File: src/rtl/keypad_pkg.sv
// Shared types for the keypad scanner: key codes, scan states and the matrix-to-code map.
package keypad_pkg;

  typedef enum logic [3:0] {
    K0      = 4'h0, K1 = 4'h1, K2 = 4'h2, K3 = 4'h3, K4 = 4'h4,
    K5      = 4'h5, K6 = 4'h6, K7 = 4'h7, K8 = 4'h8, K9 = 4'h9,
    K_ENTER = 4'hA,
    K_CLEAR = 4'hB,
    K_C     = 4'hC,
    K_D     = 4'hD,
    K_STAR  = 4'hE,
    K_HASH  = 4'hF
  } key_e;

  typedef enum logic [1:0] {
    SCAN,
    DEBOUNCE,
    HELD
  } scan_state_e;

  // Multiple low rows resolve to the lowest index.
  function automatic logic [1:0] lowest_low_row(input logic [3:0] rows);
    logic [1:0] idx;
    idx = 2'd0;
    for (int i = 3; i >= 0; i--) begin
      if (!rows[i]) idx = 2'(i);
    end
    return idx;
  endfunction

  function automatic key_e key_at(input logic [1:0] row, input logic [1:0] col);
    key_e k;
    case ({row, col})
      4'h0: k = K1;      4'h1: k = K2;      4'h2: k = K3;      4'h3: k = K_ENTER;
      4'h4: k = K4;      4'h5: k = K5;      4'h6: k = K6;      4'h7: k = K_CLEAR;
      4'h8: k = K7;      4'h9: k = K8;      4'hA: k = K9;      4'hB: k = K_C;
      4'hC: k = K_STAR;  4'hD: k = K0;      4'hE: k = K_HASH;  default: k = K_D;
    endcase
    return k;
  endfunction

endpackage

File: src/rtl/keypad_entry_scanner_if.sv
// Keypad matrix pins plus the decoded key / operand outputs of the scanner.
interface keypad_entry_scanner_if;
  logic [3:0] row_sense;
  logic [3:0] col_drive;
  logic [3:0] key_code;
  logic       key_strobe;
  logic [7:0] entry;
  logic [1:0] digit_count;
  logic [7:0] value;
  logic       value_valid;

  modport slave (
    input  row_sense,
    output col_drive, key_code, key_strobe, entry, digit_count, value, value_valid
  );

  modport master (
    output row_sense,
    input  col_drive, key_code, key_strobe, entry, digit_count, value, value_valid
  );
endinterface

File: src/rtl/decimal_accumulator.sv
// Builds an 8-bit operand from up to three decimal key presses; ENTER commits it, CLEAR drops it.
// Reacts in the key_strobe cycle; results are visible one cycle later.
module decimal_accumulator
  import keypad_pkg::*;
(
  input  logic       clk,
  input  logic       rst,
  input  logic       key_strobe_i,
  input  logic [3:0] key_code_i,
  output logic [7:0] entry_o,
  output logic [1:0] digit_count_o,
  output logic [7:0] value_o,
  output logic       value_valid_o
);

  logic [7:0]  entry_q, entry_d;
  logic [1:0]  count_q, count_d;
  logic [7:0]  value_q, value_d;
  logic        valid_q, valid_d;
  logic [11:0] next_entry;

  // 255*10+9 fits in 12 bits, so overflow is judged before truncating.
  assign next_entry = 12'(entry_q) * 12'd10 + 12'(key_code_i);

  always_comb begin
    entry_d = entry_q;
    count_d = count_q;
    value_d = value_q;
    valid_d = 1'b0;
    if (key_strobe_i) begin
      case (key_code_i)
        K_ENTER: begin
          if (count_q != 2'd0) begin
            value_d = entry_q;
            valid_d = 1'b1;
            entry_d = 8'd0;
            count_d = 2'd0;
          end
        end
        K_CLEAR: begin
          entry_d = 8'd0;
          count_d = 2'd0;
        end
        default: begin
          if (key_code_i <= 4'd9 && count_q < 2'd3 && next_entry <= 12'd255) begin
            entry_d = next_entry[7:0];
            count_d = count_q + 2'd1;
          end
        end
      endcase
    end
  end

  always_ff @(posedge clk) begin
    if (rst) begin
      entry_q <= 8'd0;
      count_q <= 2'd0;
      value_q <= 8'd0;
      valid_q <= 1'b0;
    end else begin
      entry_q <= entry_d;
      count_q <= count_d;
      value_q <= value_d;
      valid_q <= valid_d;
    end
  end

  assign entry_o       = entry_q;
  assign digit_count_o = count_q;
  assign value_o       = value_q;
  assign value_valid_o = valid_q;

endmodule

File: src/rtl/keypad_entry_scanner.sv
// 4x4 keypad scanner: column rotation, row debounce on a prescaled tick, key decode,
// and a decimal accumulator that turns digit presses into an ALU operand.
module keypad_entry_scanner
  import keypad_pkg::*;
#(
  parameter int SCAN_DIV       = 100_000,
  parameter int DEBOUNCE_TICKS = 4
) (
  input  logic                  clk,
  input  logic                  rst,
  keypad_entry_scanner_if.slave bus
);

  localparam int PW = (SCAN_DIV > 2) ? $clog2(SCAN_DIV) : 1;
  localparam int CW = $clog2(DEBOUNCE_TICKS + 1);

  logic [3:0]  row_meta_q, row_s_q;
  logic [PW-1:0] presc_q, presc_d;
  logic        tick;
  scan_state_e state_q, state_d;
  logic [CW-1:0] cnt_q, cnt_d;
  logic [3:0]  cap_q, cap_d;
  logic [1:0]  col_q, col_d;
  key_e        key_code_q, key_code_d;
  logic        key_strobe_q, key_strobe_d;

  assign tick = (presc_q == PW'(SCAN_DIV - 1));

  always_comb begin
    presc_d      = tick ? '0 : presc_q + 1'b1;
    state_d      = state_q;
    cnt_d        = cnt_q;
    cap_d        = cap_q;
    col_d        = col_q;
    key_code_d   = key_code_q;
    key_strobe_d = 1'b0;
    if (tick) begin
      case (state_q)
        SCAN: begin
          if (row_s_q == 4'hF) begin
            col_d = col_q + 2'd1;
          end else begin
            cap_d   = row_s_q;
            cnt_d   = '0;
            state_d = DEBOUNCE;
          end
        end
        DEBOUNCE: begin
          if (row_s_q != cap_q) begin
            state_d = SCAN;
          end else if (cnt_q == CW'(DEBOUNCE_TICKS - 1)) begin
            key_code_d   = key_at(lowest_low_row(cap_q), col_q);
            key_strobe_d = 1'b1;
            cnt_d        = '0;
            state_d      = HELD;
          end else begin
            cnt_d = cnt_q + 1'b1;
          end
        end
        HELD: begin
          // Any low row, including a second key, restarts the release count.
          if (row_s_q != 4'hF) begin
            cnt_d = '0;
          end else if (cnt_q == CW'(DEBOUNCE_TICKS - 1)) begin
            cnt_d   = '0;
            state_d = SCAN;
          end else begin
            cnt_d = cnt_q + 1'b1;
          end
        end
        default: state_d = SCAN;
      endcase
    end
  end

  always_ff @(posedge clk) begin
    if (rst) begin
      row_meta_q   <= 4'hF;
      row_s_q      <= 4'hF;
      presc_q      <= '0;
      state_q      <= SCAN;
      cnt_q        <= '0;
      cap_q        <= 4'hF;
      col_q        <= 2'd0;
      key_code_q   <= K0;
      key_strobe_q <= 1'b0;
    end else begin
      row_meta_q   <= bus.row_sense;
      row_s_q      <= row_meta_q;
      presc_q      <= presc_d;
      state_q      <= state_d;
      cnt_q        <= cnt_d;
      cap_q        <= cap_d;
      col_q        <= col_d;
      key_code_q   <= key_code_d;
      key_strobe_q <= key_strobe_d;
    end
  end

  assign bus.col_drive  = ~(4'b0001 << col_q);
  assign bus.key_code   = key_code_q;
  assign bus.key_strobe = key_strobe_q;

  decimal_accumulator u_acc (
    .clk           (clk),
    .rst           (rst),
    .key_strobe_i  (key_strobe_q),
    .key_code_i    (key_code_q),
    .entry_o       (bus.entry),
    .digit_count_o (bus.digit_count),
    .value_o       (bus.value),
    .value_valid_o (bus.value_valid)
  );

endmodule

File: src/flat_wrapper.sv
// flat-port wrapper written by rule: the top's interface ports become plain ports
module keypad_entry_scanner_flat import keypad_pkg::*;
#(
  parameter int SCAN_DIV       = 100_000,
  parameter int DEBOUNCE_TICKS = 4
)
  (clk, rst, bus_row_sense, bus_col_drive, bus_key_code, bus_key_strobe, bus_entry, bus_digit_count, bus_value, bus_value_valid);
  keypad_entry_scanner_if bus_i ();
  input  logic clk;
  input  logic rst;
  input wire logic [$bits(bus_i.row_sense)-1:0] bus_row_sense;
  output wire logic [$bits(bus_i.col_drive)-1:0] bus_col_drive;
  output wire logic [$bits(bus_i.key_code)-1:0] bus_key_code;
  output wire logic [$bits(bus_i.key_strobe)-1:0] bus_key_strobe;
  output wire logic [$bits(bus_i.entry)-1:0] bus_entry;
  output wire logic [$bits(bus_i.digit_count)-1:0] bus_digit_count;
  output wire logic [$bits(bus_i.value)-1:0] bus_value;
  output wire logic [$bits(bus_i.value_valid)-1:0] bus_value_valid;
  assign bus_i.row_sense = bus_row_sense;
  assign bus_col_drive = bus_i.col_drive;
  assign bus_key_code = bus_i.key_code;
  assign bus_key_strobe = bus_i.key_strobe;
  assign bus_entry = bus_i.entry;
  assign bus_digit_count = bus_i.digit_count;
  assign bus_value = bus_i.value;
  assign bus_value_valid = bus_i.value_valid;
  keypad_entry_scanner #(.SCAN_DIV(SCAN_DIV), .DEBOUNCE_TICKS(DEBOUNCE_TICKS)) u_core (.clk(clk), .rst(rst), .bus(bus_i));
endmodule
File: config.mk
export PLATFORM = sky130hd
export DESIGN_NAME = keypad_entry_scanner_flat
export DESIGN_NICKNAME = d
export VERILOG_FILES = /design/src/rtl/keypad_pkg.sv /design/src/rtl/keypad_entry_scanner_if.sv /design/src/rtl/decimal_accumulator.sv /design/src/rtl/keypad_entry_scanner.sv /design/src/flat_wrapper.sv
export SDC_FILE = /design/constraint.sdc
export NUM_CORES = 1
export LEC_CHECK = 0
export BUFFER_PORTS_ARGS = -buffer_cell sky130_fd_sc_hd__buf_4
export CAP_MARGIN = 20
export CORE_MARGIN = 10
export CORE_UTILIZATION = 55
export CTS_BUF_LIST = sky130_fd_sc_hd__clkbuf_8
export CTS_CLUSTER_DIAMETER = 50
export DETAILED_ROUTE_END_ITERATION = 7
export PLACE_DENSITY = 0.75
export SLEW_MARGIN = 10
export SYNTH_ARGS = -nofsm -noshare
export SYNTH_HDL_FRONTEND = slang
export SYNTH_HIERARCHICAL = 1
export SYNTH_SLANG_ARGS = --single-unit
File: constraint.sdc
create_clock -name clk -period 6.7 [get_ports clk]
set_input_delay 0.335 -clock clk [delete_from_list [all_inputs] [get_ports clk]]
set_output_delay 0.335 -clock clk [all_outputs]
set_load 0.03 [all_outputs]
* Word level (Yosys, flattened, before mapping)
Memory sizes are Yosys's and may differ from the RTL's. A register that Yosys moved wholly into a read port is not among the register bits.
Cells that the tools add are included.
** Storage, ports and cells
- Output and inout bits :: 28
- Latch bits :: 0
- Input bits :: 6
- Flip-flop bits (word level) :: 56
- Memories :: 1
- RAM bits :: 0
- ROM bits :: 64
- Word-level logic and storage cells :: 88
** Memory list
- (no name shown) :: words 16, width 4, rd ports 1, clocked after Yosys merged registers in 1, wr ports 0, RTL line keypad_pkg.sv:33 : case ({row, col})
** Cells by class
- Add/subtract/negate cells :: 5
- Div/mod/pow operators :: 0
- Shift-type cells :: 1
- Equality and inequality tests :: 15
- Muxes and demuxes :: 27
- $mul :: 1
- Bitwise operators :: 7
- Reduce and logical (&&, ||, !) cells :: 16
- $lt $le $gt $ge :: 3
** Operators by type and width (number)
- $mux 2 :: 15
- $add 17x1->17 const B :: 1
- $eq 17x17->1 const B :: 1
- $mux 8 :: 2
- $pmux 8 s2 :: 1
- $add 12x4->12 :: 1
- $eq 4x4->1 const B :: 3
- $le 12x8->1 const B :: 1
- $mux 3 :: 4
- $reduce_and 3->1 :: 4
- $mul 8x3->11 const B :: 1
- $pmux 3 s3 :: 1
- $ne 2x2->1 const B :: 4
- $reduce_and 4->1 :: 2
- $not 1->1 :: 6
- $pmux 2 s3 :: 1
- $reduce_bool 3->1 :: 2
- $reduce_and 5->1 :: 1
- $add 2x1->2 const B :: 2
- $le 4x4->1 const B :: 1
- $ne 4x4->1 :: 1
- $ne 4x4->1 const B :: 1
- $not 4->4 :: 1
- $pmux 2 s2 :: 1
- 15 further kinds :: 17

* Logic depth before layout (Yosys ltp)
- Depth in word-level cells :: 8
- Mapped depth :: 10
- Gate-level depth less buffers :: 10

* By module
Netlist, hierarchy kept.
** By module, submodules not included
- keypad_entry_scanner :: times used 1, sequential area each 820.8 um^2, cells an instance 215, area each 1961.9 um^2
- decimal_accumulator :: times used 1, sequential area each 380.4 um^2, cells an instance 148, area each 1336.3 um^2

* Worst setup path after synthesis
Ideal clock, no wire load.
- Path type :: register to register
- From :: reg u_core.u_acc.entry_q[1] (netlist: u_core/u_acc/entry_o[1])
- To :: reg u_core.u_acc.entry_q[0] (netlist: u_core/u_acc/entry_o[0])
- Path slack :: 3.788 ns
- Stages on the path, launching flop included :: 11
- Library setup time :: 0.117 ns
- Period minus slack after synthesis :: 2.912 ns
- Arrival time :: 2.794 ns
- Data required time :: 6.583 ns
- Buffers on the path :: 0
- Cell sequence :: dfxtp_1 ha_1 ha_1 inv_1 fa_1 nor2b_1 o211ai_1 nor4_1 nor4_2 or2_4 a32o_1
** On the way
- Cells in the longest elaborated chain, start to end :: 6
** RTL lines
- start, declared :: RTL line decimal_accumulator.sv:16 : logic [7:0] entry_q, entry_d;
- start signal, assigned :: RTL line decimal_accumulator.sv:61 : entry_q <= entry_d;
- $mul 8x3->11 :: RTL line decimal_accumulator.sv:23 : assign next_entry = 12'(entry_q) * 12'd10 + 12'(key_code_i);
- $add 12x4->12 :: RTL line decimal_accumulator.sv:23
- $le 12x8->1 :: RTL line decimal_accumulator.sv:45 : if (key_code_i <= 4'd9 && count_q < 2'd3 && next_entry <= 12'd255) begin
- $logic_and 1x1->1 :: RTL line decimal_accumulator.sv:45
- $reduce_bool 3->1 (no source line)
- $reduce_and 3->1 (no source line)
No other way between the ends.
A chain may end at the register's enable or synchronous reset.

* Final worst setup path
- From :: reg u_core.u_acc.entry_q[1] (netlist: u_core/u_acc/entry_o[1])
- To :: reg u_core.u_acc.entry_q[3] (netlist: u_core/u_acc/entry_o[3])
** On the way
- Cells in the longest elaborated chain, start to end :: 6
- Elaborated cells between the ends (all ways) :: 8
- Those cells by class :: add/sub (1); mul (1); order compare (1); mux (2); reduce/logical (3)
** RTL lines (RTL line)
- $mul 8x3->11 (*) :: decimal_accumulator.sv:23
- $add 12x4->12 (*) :: decimal_accumulator.sv:23
- $le 12x8->1 :: decimal_accumulator.sv:45
- $logic_and 1x1->1 :: decimal_accumulator.sv:45
- $reduce_bool 3->1 (no source line)
- $reduce_and 3->1 (no source line)
Mark *: on every way between the ends. The rest lies on a longest branch, timed or not. The select of a mux whose other input is x is not followed.

==> impl_metrics.ini <==
[run_status]
outcome = finished clean

[timing]
setup_violations = 0
drv_slew = 0
fin_tns_setup_ps = 0
fmax_mhz = 331
period_needed_ps = 3020
max-slew-margin-rel = 0.590
fin_skew_ps = 6.49
finalCritPeriodShare = 0.451
worst_hold_slack_ps = 189
worst_pin_slew_ps = 610
rsz0062_at_grt = false
hold_viol_final = 0

[floorplanning]
die_area_um2 = 9490
chipHeight_um = 97.4
rows = 28
initial_core_util = 0.560
placeableCoreArea_um2 = 5890
die_w_um = 97.4
ios = 34

[cells_and_area]
drive_above_1_share = 0.168
final_area_um2 = 3810
fin_util = 0.648
area_growth_pct = 15.6
insertedDiodeCount = 0
nNetsFinal = 438

[yosys]
synth_area_um2 = 3300
ys_top_cells_by_count = dfxtp_1, nor2_1, ha_1
synthArstFlopShare = 0
yosysTopAreaCellShare = 0.364
synth_area_leaders = dfxtp_1, ha_1, nor2_1, mux2i_1, xnor2_1
synth_top_area_cell = dfxtp_1
synth_area_per_cell_um2 = 9.09
synth_edf_count = 0
synth_nets = 401
synth_seq_cells = 60
yosysWarnings = 6
ys.flop_type = dfxtp_1
synth_cells = 363
yosys.cell_types.count = 57
seq_area_frac_synth = 0.364
yosysMostFrequentCell = dfxtp_1

[setup_path]
required_ps = 6910
worst_ep_arrival_time_ps = 3230
crit_path_cell_trace = ha_1 > ha_1 > inv_1 > fa_1 > nor2b_1 > o211a_2 > a311oi_2 > nor4_2 > nand2b_1 > o22ai_1
crit_buf_inv = 1
crit_family = adder cells
crit_start = u_core/u_acc/entry_o[1]
cp_slowest_stage_delay_ps = 450
cp-start-kind = register
cpMostUsedCell = ha_1
worst_path_max_delay_cell = dfxtp_1
worstPathMaxFanout = 6
worst_setup_path_end_kind = register
crit-reg2reg-launch = u_core/u_acc/entry_o[1]
crit_type = register to register

[cts]
cts_root_buffer = clkbuf_8
cts_hold_buffers = 0
cts_num_sinks = 60
numCtsBuffers = 9
cts_resized = 0
htreeDepth = 3
cts_tree = done
clkTransAtPathRegs_ps = 70
clkLatencyLatePin_ps = 330
postCtsSetupRepairBufs = 0
clock_path_buffers = 2

[power_and_ir_drop]
p_per_area_nw_per_um2 = 191
totalPowerFinal_w = 0.000729
peakVddDrop_v = 0.000126
leakagePower_nw = 1.69

[global_route]
grt_max_degree = 32
antenna_found_initial = 0
grt_pass1_wl_um = 12200
grt_overflow = 0
grt_pass1_vias = 2567
grt.total_usage = 0.153

[routing]
drc = 0
viasPerCell = 5.58
drt_iter0_markers = 181
postRouteAntennaNets = 0
vias = 2675
drt_pass1_iterations = 4
wl_per_cell_um = 14.9
wl_um = 7140

[placement]
placed_area_um2 = 3610
hpwl_um = 5460
port_buffers = 33
gp_congestion = 0.936

[hold_path]
min_path_type = input pin to register
min-delay-start = bus_row_sense[0]

[flow_run]
cap_violations = 0
## worst register-to-register path, delay by kind of cell (launching register included)
family	cells	cell delay [ps]
adders and majority gates	3	960
and+or+nand+nor	3	940
AOI/OAI and AO/OA	3	460
DFF	1	450
buffers and inverters	1	80
## routing by layer
layer	vias to the layer above	global-route usage	part of all wire
li1	1344	-	-
met3	7	0.0420	0.058
met2	75	0.248	0.48
met4	0	0.0649	0.012
met1	1249	0.185	0.45
met5	-	0	0
## final timing paths
path | slack (ps) | end | cells past startpoint
max | 3680 | u_core/u_acc/entry_o[3] | 10
min | 190 | u_core/row_meta_q[0] | 2
max reg2reg | 3680 | u_core/u_acc/entry_o[3] | 10
min reg2reg | 410 | u_core/row_s_q[3] | 1
## cell type report
cell class              instances  area, µm²
clock buffers                   9        124
clock inverters                 6       81.3
fillers                       490       2070
inverters                      24       90.1
multi-input cells             272       1980
flip-flops and latches         60       1200
well taps                      75       93.8
repair buffers                 33        248
## kinds of logic (layout without fill, tap and decap cells)
logic type                 count (synthesis)  after routing  share of synthesized area
adders and majority gates                 32             32                      0.126
AOI/OAI and AO/OA                         59             59                      0.127
muxes                                     17             17                     0.0554
buffers and inverters                     31             72                     0.0368
xor gates and xnor gates                  27             27                     0.0717
DFF                                       60             60                      0.364
and+or+nand+nor                          137            137                      0.219
## stage by stage
stage | std cells | setup WS, ps
final | 479 | 3680
after floorplan | 363 | 3790
after CTS | 479 | 3710
after global placement | 464 | 3840
after global routing | 479 | 3390
after detailed placement | 464 | 3720
## flip-flops by register name (all words and copies together), names as in the netlist
signal	flops
u_core/row_meta_q	4
u_core/cap_q	4
u_core/presc_q	17
u_core/col_q	2
u_core/row_s_q	4
u_core/u_acc/value_o	8
u_core/u_acc/value_valid_o	1
u_core/state_q	2
u_core/bus.key_strobe	1
u_core/bus.key_code	4
u_core/u_acc/entry_o	8
u_core/cnt_q	3
u_core/u_acc/digit_count_o	2
## report_power, final
part | switching, W | internal [W]
logic | 0.0000155 | 0.0000102
clock network | 0.000134 | 0.000204
registers | 0.00000381 | 0.000361
total | 0.000153 | 0.000576
## layout by cell type, fill, tap and decap left out, drive strengths merged, types with 13 or more instances in the layout
cell   count
a21oi     15
nand3     15
xnor2     14
buf       33
mux2i     16
ha        30
dfxtp     60
xor2      13
nor2      44
inv       25
nand2     24
Note: power is estimated with default switching activity, not from simulation.
